**config.mk**
```make
export PLATFORM = sky130hd
export DESIGN_NAME = mxu_feed_loader
export DESIGN_NICKNAME = d
export VERILOG_FILES = /design/src/rtl/mxu_feed_loader.sv
export SDC_FILE = /design/constraint.sdc
export NUM_CORES = 1
export LEC_CHECK = 0
export BUFFER_PORTS_ARGS = -buffer_cell sky130_fd_sc_hd__buf_2
export CORE_MARGIN = 2
export CORE_UTILIZATION = 60
export CTS_BUF_LIST = sky130_fd_sc_hd__clkbuf_8
export CTS_CLUSTER_SIZE = 24
export DETAILED_ROUTE_END_ITERATION = 16
export PLACE_DENSITY = 0.84
export SLEW_MARGIN = 20
export SYNTH_ARGS = -nofsm -noshare
export SYNTH_HDL_FRONTEND = slang
export SYNTH_SLANG_ARGS = --single-unit
```
**constraint.sdc**
```tcl
create_clock -name clk -period 5.05 [get_ports clk]
set_clock_uncertainty 0.05 [all_clocks]
set_input_delay 1.2625 -clock clk [delete_from_list [all_inputs] [get_ports clk]]
set_output_delay 1.2625 -clock clk [all_outputs]
set_load 0.01 [all_outputs]
```
**src/rtl/mxu_feed_loader.sv**
```systemverilog
// ---------------------------------------------------------------------------
// mxu_feed_loader
//
// Write-side loader for the accelerator's north and west feed buffers.
// A valid/ready word stream from the host is scattered into the per-lane
// feed buffers with the systolic skew already applied: lane i of each side
// gets i leading zero entries, then len data words, then GRID_SIZE-1-i
// trailing zero entries, so every lane holds exactly depth = len+GRID_SIZE-1
// entries.
//
// Lanes are filled strictly in order: north lane 0..GRID_SIZE-1, then west
// lane 0..GRID_SIZE-1. Each lane is written at addresses 0..depth-1 in order,
// one write per cycle, with stalls only while waiting on stream words.
// After the final write, depth is published and done pulses so that the
// accelerator can enable its read side.
//
// Ports:
//   clk       clock, all state changes on the rising edge
//   rst       asynchronous, active-high reset
//   start     one-cycle load request, only looked at while idle
//   load_len  data words per lane, captured together with start
//   in_valid  stream word valid
//   in_ready  stream word accepted when in_valid && in_ready (registered)
//   in_data   stream word
//   wr_en     buffer write strobe
//   wr_sel    buffer side: 0 = north, 1 = west
//   wr_lane   target lane within the selected side
//   wr_addr   target entry within the lane buffer
//   wr_data   value written (zero for skew/tail fill)
//   busy      a load is in progress
//   done      one-cycle pulse when the load has completed
//   error     one-cycle pulse when a start request was rejected
//   depth     valid entries per lane of the last accepted load
// ---------------------------------------------------------------------------
module mxu_feed_loader #(
    parameter int NUM_SIZE    = 16,
    parameter int GRID_SIZE   = 2,
    parameter int BUFFER_LEN  = 32,
    parameter int ADDRESS_LEN = 5,
    parameter int LANE_W      = 1
) (
    input  logic                   clk,
    input  logic                   rst,
    input  logic                   start,
    input  logic [ADDRESS_LEN:0]   load_len,
    input  logic                   in_valid,
    output logic                   in_ready,
    input  logic [NUM_SIZE-1:0]    in_data,
    output logic                   wr_en,
    output logic                   wr_sel,
    output logic [LANE_W-1:0]      wr_lane,
    output logic [ADDRESS_LEN-1:0] wr_addr,
    output logic [NUM_SIZE-1:0]    wr_data,
    output logic                   busy,
    output logic                   done,
    output logic                   error,
    output logic [ADDRESS_LEN:0]   depth
);

    // Elaboration-time sanity checks on the derived widths.
    if (ADDRESS_LEN != $clog2(BUFFER_LEN)) begin : g_badAddressLen
        $error("mxu_feed_loader: ADDRESS_LEN must equal clog2(BUFFER_LEN)");
    end
    if (LANE_W != ((GRID_SIZE > 1) ? $clog2(GRID_SIZE) : 1)) begin : g_badLaneW
        $error("mxu_feed_loader: LANE_W must equal max(1, clog2(GRID_SIZE))");
    end

    typedef enum logic [2:0] {
        S_IDLE,
        S_SKEW,
        S_DATA,
        S_TAIL,
        S_FINISH
    } state_t;

    // Internal counters are one bit wider than depth so that len+GRID_SIZE-1
    // can never overflow while the request is being validated.
    localparam int                CW         = ADDRESS_LEN + 2;
    localparam logic [CW-1:0]     SKEW_EXTRA = CW'(GRID_SIZE - 1);
    localparam logic [CW-1:0]     BUF_LIMIT  = CW'(BUFFER_LEN);
    localparam logic [LANE_W-1:0] LAST_LANE  = LANE_W'(GRID_SIZE - 1);

    state_t                 state_q, state_d;
    logic                   side_q, side_d;
    logic [LANE_W-1:0]      lane_q, lane_d;
    logic [CW-1:0]          addr_q, addr_d;
    logic [CW-1:0]          len_q, len_d;
    logic [ADDRESS_LEN:0]   depth_q, depth_d;

    logic                   wrEn_q, wrEn_d;
    logic                   wrSel_q, wrSel_d;
    logic [LANE_W-1:0]      wrLane_q, wrLane_d;
    logic [ADDRESS_LEN-1:0] wrAddr_q, wrAddr_d;
    logic [NUM_SIZE-1:0]    wrData_q, wrData_d;
    logic                   inReady_q, inReady_d;
    logic                   busy_q, busy_d;
    logic                   done_q, done_d;
    logic                   error_q, error_d;

    logic [CW-1:0]          reqDepth;
    logic [CW-1:0]          nextAddr;
    logic [LANE_W-1:0]      laneNext;
    logic                   doWrite;

    // Which phase of a lane a given address falls into. Addresses below the
    // lane index are skew zeros, the next len addresses carry stream data and
    // anything after that is tail fill. Deriving the state from the address
    // lets a lane start directly in DATA (lane 0) or finish without a TAIL
    // (last lane) with no idle cycle in between.
    function automatic state_t lanePhase(
        input logic [LANE_W-1:0] lane,
        input logic [CW-1:0]     addr,
        input logic [CW-1:0]     len
    );
        logic [CW-1:0] laneExt;
        laneExt = CW'(lane);
        if (addr < laneExt) begin
            return S_SKEW;
        end else if (addr < laneExt + len) begin
            return S_DATA;
        end else begin
            return S_TAIL;
        end
    endfunction

    // Next-state and output decode. Every output is computed here one cycle
    // ahead and registered below, so a write decided in this cycle shows up
    // on wr_* in the next one. in_ready is likewise the registered image of
    // "the next state is DATA", which makes it high exactly while a data
    // address of the current lane is still outstanding.
    always_comb begin
        state_d   = state_q;
        side_d    = side_q;
        lane_d    = lane_q;
        addr_d    = addr_q;
        len_d     = len_q;
        depth_d   = depth_q;
        wrEn_d    = 1'b0;
        wrSel_d   = wrSel_q;
        wrLane_d  = wrLane_q;
        wrAddr_d  = wrAddr_q;
        wrData_d  = wrData_q;
        busy_d    = busy_q;
        done_d    = 1'b0;
        error_d   = 1'b0;
        inReady_d = 1'b0;
        reqDepth  = CW'(load_len) + SKEW_EXTRA;
        nextAddr  = addr_q + CW'(1);
        laneNext  = lane_q + LANE_W'(1);
        doWrite   = 1'b0;

        unique case (state_q)
            S_IDLE: begin
                if (start) begin
                    if ((load_len != '0) && (reqDepth <= BUF_LIMIT)) begin
                        len_d   = CW'(load_len);
                        depth_d = reqDepth[ADDRESS_LEN:0];
                        busy_d  = 1'b1;
                        side_d  = 1'b0;
                        lane_d  = '0;
                        addr_d  = '0;
                        state_d = lanePhase(LANE_W'(0), CW'(0), CW'(load_len));
                    end else begin
                        error_d = 1'b1;
                    end
                end
            end

            S_SKEW, S_DATA, S_TAIL: begin
                if (state_q == S_DATA) begin
                    doWrite = in_valid && inReady_q;
                end else begin
                    doWrite = 1'b1;
                end

                if (doWrite) begin
                    wrEn_d   = 1'b1;
                    wrSel_d  = side_q;
                    wrLane_d = lane_q;
                    wrAddr_d = addr_q[ADDRESS_LEN-1:0];
                    wrData_d = (state_q == S_DATA) ? in_data : '0;

                    if (nextAddr == CW'(depth_q)) begin
                        addr_d = '0;
                        if (lane_q == LAST_LANE) begin
                            lane_d = '0;
                            if (side_q) begin
                                state_d = S_FINISH;
                            end else begin
                                side_d  = 1'b1;
                                state_d = lanePhase(LANE_W'(0), CW'(0), len_q);
                            end
                        end else begin
                            lane_d  = laneNext;
                            state_d = lanePhase(laneNext, CW'(0), len_q);
                        end
                    end else begin
                        addr_d  = nextAddr;
                        state_d = lanePhase(lane_q, nextAddr, len_q);
                    end
                end
            end

            S_FINISH: begin
                done_d  = 1'b1;
                busy_d  = 1'b0;
                state_d = S_IDLE;
            end

            default: begin
                state_d = S_IDLE;
                busy_d  = 1'b0;
            end
        endcase

        inReady_d = (state_d == S_DATA);
    end

    // State and output registers. Reset drops everything to zero at once,
    // which also abandons any load in progress; buffer contents are not
    // touched because no further write strobe is issued.
    always_ff @(posedge clk or posedge rst) begin
        if (rst) begin
            state_q   <= S_IDLE;
            side_q    <= 1'b0;
            lane_q    <= '0;
            addr_q    <= '0;
            len_q     <= '0;
            depth_q   <= '0;
            wrEn_q    <= 1'b0;
            wrSel_q   <= 1'b0;
            wrLane_q  <= '0;
            wrAddr_q  <= '0;
            wrData_q  <= '0;
            inReady_q <= 1'b0;
            busy_q    <= 1'b0;
            done_q    <= 1'b0;
            error_q   <= 1'b0;
        end else begin
            state_q   <= state_d;
            side_q    <= side_d;
            lane_q    <= lane_d;
            addr_q    <= addr_d;
            len_q     <= len_d;
            depth_q   <= depth_d;
            wrEn_q    <= wrEn_d;
            wrSel_q   <= wrSel_d;
            wrLane_q  <= wrLane_d;
            wrAddr_q  <= wrAddr_d;
            wrData_q  <= wrData_d;
            inReady_q <= inReady_d;
            busy_q    <= busy_d;
            done_q    <= done_d;
            error_q   <= error_d;
        end
    end

    assign in_ready = inReady_q;
    assign wr_en    = wrEn_q;
    assign wr_sel   = wrSel_q;
    assign wr_lane  = wrLane_q;
    assign wr_addr  = wrAddr_q;
    assign wr_data  = wrData_q;
    assign busy     = busy_q;
    assign done     = done_q;
    assign error    = error_q;
    assign depth    = depth_q;

endmodule

```
Yosys cells after proc, flatten, opt, wreduce, memory -nomap -nowiden
Index checks and enable logic that the tools add are counted.
{"block": "op_classes", "n_lt_le_gt_ge": 7, "n_mux": 40, "addsub": 5, "eq_ne": 11, "bitwise_logic": 1, "reduce_logical": 12}
{"cell": "2-to-1 mux 7 bit", "n": 4}
{"cell": "2-to-1 mux 1 bit", "n": 22}
{"cell": "2-to-1 mux 3 bit", "n": 6}
{"cell": "2-to-1 mux 16 bit", "n": 1}
{"cell": "adder 1 x 6 -> 7 bit", "n": 2}
{"cell": "one-hot mux 7 bit (2 select lines)", "n": 1}
{"cell": "less-than comparator 1 x 6 -> 1 bit, first input constant", "n": 2}
{"cell": "!= test 2 bit, second input constant", "n": 5}
{"cell": "equality test 3 x 2 -> 1 bit, second input constant", "n": 3}
{"cell": "adder 6 x 1 -> 7 bit, second input constant", "n": 1}
{"cell": "adder 7 x 1 -> 7 bit, second input constant", "n": 1}
{"cell": "equality test 7 x 6 -> 1 bit", "n": 1}
{"cell": "<= comparator 7 x 6 -> 1 bit, second input constant", "n": 1}
{"cell": "less-than comparator 1 x 7 -> 1 bit, first input constant", "n": 1}
{"cell": "less-than comparator 7 x 1 -> 1 bit", "n": 1}
{"cell": "less-than comparator 7 bit", "n": 1}
{"cell": "one-hot mux 1 bit (2 select lines)", "n": 3}
{"cell": "one-hot mux 3 bit (2 select lines)", "n": 1}
{"cell": "AND reduction 3 bit", "n": 2}
{"cell": "AND reduction 6 bit", "n": 1}
{"cell": "nonzero test 6 bit", "n": 1}
{"cell": "AND reduction 5 bit", "n": 1}
{"cell": "2-to-1 mux 2 bit", "n": 2}
{"cell": "AND reduction 4 bit", "n": 1}
{"cell": "10 further kinds", "n": 11}
{"block": "word_totals", "in_bits": 26, "elab_cells": 91, "regBits": 52}

Logic depth before layout (Yosys ltp)
{"block": "depth", "word_depth": 10, "depth_mapped": 10, "depth_no_buf": 10}

Least setup slack after synthesis
OpenSTA, ideal clock, no wires.
{"block": "synth_path", "path_kind": "in2reg", "startpoint": "input port load_len[4]", "endpoint": "register len_q[3]", "path_buffers": 3, "path_stages": 8, "required_ns": 4.875, "path_slack_ns": 1.955, "t_arrival_ns": 2.921, "setup_time_ns": 0.125, "path_cell_list": "clkbuf_2 nand3_1 or3_1 a221oi_1 or3b_1 buf_2 buf_4 mux2_2"}
{"block": "synth_between", "elab_chain_cells": 4, "word_cells_on_any_way": 5, "cone_classes": "1 x add/sub; 1 x order compare; 3 x reduce/logical"}
{"element": "start, declared", "line_no": "45", "source": "input logic [ADDRESS_LEN:0] load_len,"}
{"element": "adder 6 x 1 -> 7 bit", "line_no": "147", "source": "reqDepth = CW'(load_len) + SKEW_EXTRA;"}
{"element": "<= comparator 7 x 6 -> 1 bit", "line_no": "155", "source": "if ((load_len != '0) && (reqDepth <= BUF_LIMIT)) begin"}
{"element": "logical AND 1 bit (*)", "line_no": "155"}
{"element": "AND reduction 3 bit (no line) (*)"}
{"element": "end signal, assigned", "line_no": "244", "source": "len_q <= len_d;"}
{"element": "end, declared", "line_no": "87", "source": "logic [CW-1:0] len_q, len_d;"}
Mark *: on every way between the ends. The rest lies on a longest branch, timed or not.
A chain may end at the register's enable or synchronous reset.

Worst setup path after layout
{"block": "layout_path", "startpoint": "input port load_len[0]", "endpoint": "register state_q[1]"}
{"block": "layout_between", "elab_chain_cells": 6, "word_cells_on_any_way": 7, "cone_classes": "1 x add/sub; 1 x order compare; 3 x mux; 2 x reduce/logical"}
{"element": "adder 6 x 1 -> 7 bit", "line_no": "147"}
{"element": "<= comparator 7 x 6 -> 1 bit", "line_no": "155"}
{"element": "logical AND 1 bit (*)", "line_no": "155"}
{"element": "2-to-1 mux 3 bit (*)", "line_no": "155"}
{"element": "2-to-1 mux 3 bit (*)", "line_no": "154", "source": "if (start) begin"}
{"element": "one-hot mux 3 bit (2 select lines) (*)", "line_no": "152", "source": "unique case (state_q)"}
{"element": "via state_d[1]", "line_no": "83", "source": "state_t state_q, state_d;"}
{"element": "end signal, assigned", "line_no": "240", "source": "state_q <= state_d;"}
{"element": "end, declared", "line_no": "83"}
Mark *: on every way through the listed nets, which the timed path passes. The rest lies on a longest branch.

==> flow_summary_export.csv <==
group,metric,value,unit
global_routing,antenna_found_initial,0,
critical_path,cp-start-kind,"input pin",
yosys,avgSynthCellArea,9.428,sq um
pwr,p_seq_share,39.4,%
finish,final_nets,385,
finish,layout_common_cells,"nand2_1 (73), buf_2 (59), dfrtp_1 (52)",
critical_path,crit_required,5200,ps
global_routing,met1_usage,29.93,%
yosys,synthArstFlopShare,100.0,%
global_routing,grt.overflow.total,0,
sta,slew_violations,0,
finish,design_area,3173,sq um
finish,antenna_cells,0,
yosys,synth_compound_area_share,14.16,%
pwr,p_comb_share,47.3,%
floorplanning,pin_count,60,
floorplanning,start_util,63.44,%
place,dp.cells,392,
clocking,clock_path_buffers,2,
finish,layout_commonest_cell,"nand2_1",
yosys,yosys.area_share.simple,19.57,%
global_routing,use_met3,4.861,%
clocking,ctsHoldBuffers,0,
critical_path,cp_max_fo,23,
place,place.gp.congestion,0.8620,
critical_path,critPathCapture,"state_q[1]",
sta,setup_tns,0,ps
global_routing,grt_pass1_vias,2032,
pwr,total_power,0.001814,W
clocking,htree_levels,2,
yosys,netlist_instances,297,
critical_path,ff2ff_setup_slack,1910,ps
floorplanning,chipWidth,72.32,microns
clocking,ctsResizeCount,0,
clocking,cts_sinks,52,
pwr,p_leak,1.559,nW
global_routing,grt_first_pass_wirelength,9177,microns
clocking,clk_latency,310,ps
place,placed_cell_area,3082,sq um
pwr,clock_power_share,13.3,%
critical_path,end_kind,"flop",
yosys,synth-edff-count,0,
clocking,cts_root_buf,"clkbuf_8",
critical_path,crit_path_start,"load_len[0]",
clocking,post_cts_buffers,0,
pwr,ir_worst_vdd,0.4663,mV
sta,fmax,0.3141,GHz
clocking,cts_buffers,5,
yosys,synth_top_family_by_area,"simple AND/OR/NAND/NOR gates",
floorplanning,core-area,4414,sq um
global_routing,grt_max_degree,53,
floorplanning,die_area,5229,sq um
yosys,syn_nets,335,
sta,fin_crit_sh,63.05,%
clocking,cts_tree,"done",
yosys,synth_mux_area_share,2.413,%
pwr,power_density,571.6,nW/um^2
yosys,synth_ff_type,"dfrtp_1",
route,vias,2197,
global_routing,top_usage_layer,"met2",
outcome,status,"complete, no violations",
floorplanning,fp.dieH,72.32,microns
critical_path,r2r-start,"addr_q[0]",
route,dr.first_iter.drc_count,145,
yosys,ys_seq_area_share,46.47,%
sta,setup_violations,0,
global_routing,grtUsageTotal,22.40,%
yosys,synth_adder_area_share,5.764,%
pwr,p_sw_share,42.45,%
route,antenna_left,0,
yosys,synth_cell_types,51,
yosys,ys_ff_latch,52,
finish,final_cell_count_no_fill,400,
critical_path,crit_arrival,3330,ps
sta,period_needed,3184,ps
finish,area_delta_synth_final,13.32,%
finish,drive_above_1_share,23.56,%
yosys,synthesis.area,2800,sq um
route,vias_per_cell,5.493,
yosys,yosysWarnings,0,
pwr,p_sw,0.0007701,W
min_path,holdCritPathClass,"reg -> reg",
route,drc,0,
sta,grt_setup_unrepaired,"no",
critical_path,r2r_cells,10,
place,port_buffers,59,
pwr,p_int,0.001044,W
route,wl,5533,microns
place,dp_hpwl,4113,microns
flow_run,maxCapViolCount,0,
critical_path,reg2reg_to,"in_ready",
floorplanning,num_rows,24,
global_routing,met2_usage,37.10,%
route,drtPass1Iterations,4,
route,wl_per_cell,13.83,microns
critical_path,crit_type,"in -> reg",
finish,fin_util,71.88,%
clocking,clk_pin_slew_worst_paths,100,ps
sta,tightestPinTransition,1052,ps
sta,slew_headroom,29.53,%
sta,hold_violations,0,
yosys,synth_xor_area_share,6.613,%
[cell usage after synthesis (2+ instances only)]
library cell  count  area, sq um
a2111oi_2         2        30.03
a211o_1           2        17.52
a21o_1            2        15.01
a21oi_1           8        40.04
a31oi_1           3        18.77
and2_1            4        25.02
and3_4            2        22.52
buf_2             4        20.02
buf_4             4        30.03
clkbuf_1          5        18.77
clkbuf_2          3        15.01
dfrtp_1          52         1301
ha_1             12        150.1
inv_1            12        45.04
mux2_1            3        33.78
mux2_2            3        33.78
nand2_1          73        274.0
nand2b_1          3        18.77
nand3_1           9        45.04
nand4_1           2        12.51
nor2_1            3        11.26
nor3_1            5        25.02
nor4_1            3        18.77
nor4b_1           2        17.52
o21a_1            2        15.01
o21ai_0          31        155.2
o22ai_1           2        12.51
or2_2             2        12.51
or3_1             2        12.51
xnor2_1          10        87.58
xnor3_1           2        45.04
xor2_1            6        52.55
[state kept, by name, indices dropped and copies added (netlist names), 3 cells and up]
signal / flops
state_q: 3
wr_addr: 5
len_q: 6
depth: 6
wr_data: 16
addr_q: 7
[cell type report]
cell class,count,area [sq um]
clock inverter,3,21.27
sequential,52,1301
fill,331,1241
timing repair buffer,60,302.8
inverter,12,46.29
tap,52,65.06
clock buffer,5,68.82
multi-input combinational,216,1368
[worst max-delay path, cell delays in order]
cell and delay [ps]:
buf_2 150, nand2_1 80, or3_1 360, a221oi_1 430, or3b_1 620, a21boi_1 330
a21oi_1 110
[how the worst min path moves through the flow]
stage | startpoint | to | slack [ps] | depth (start not counted)
finish | wr_addr[3] | wr_addr[3] | 430 | 2
global route | wr_addr[2] | wr_addr[2] | 460 | 2
CTS | wr_addr[3] | wr_addr[3] | 430 | 2
detailed placement | wr_addr[2] | wr_addr[2] | 410 | 2
global placement | wr_addr[4] | wr_addr[4] | 400 | 2
floorplan | state_q[2] | busy | 420 | 1
[metrics by stage]
stage               hold WS (ps)  setup slack (ps)
finish                     428.3              1866
global placement           402.2              1649
detailed placement         407.8              1525
global route               458.9              1712
floorplan                  416.4              1955
CTS                        432.3              1861
[power by group through the flow]
stage | sequential [W] | combinational [W] | clock [W]
after floorplan | 0.000723 | 0.000616 | 0
after global placement | 0.000718 | 0.000832 | 0
after detailed placement | 0.000722 | 0.000861 | 0
after CTS | 0.000714 | 0.000866 | 0.000247
after global routing | 0.000738 | 0.000971 | 0.000260
final | 0.000715 | 0.000857 | 0.000242
[cells by family (layout without fill, tap and decap cells)]
group | Yosys count | after routing
AND/OR/NAND/NOR | 117 | 117
AO/OA/AOI/OAI | 62 | 62
flip-flops | 52 | 52
buffers and inverters | 29 | 80
XOR/XNOR | 18 | 18
adder cells (fa/ha/maj) | 13 | 13
multiplexers | 6 | 6
[per-layer routing]
layer	share of wire (%)	wire length (microns)
met4	1.6	90
met5	0	0
met1	46	2569
met2	48	2639
met3	4.2	234
Power figures use the tool's default switching activity.
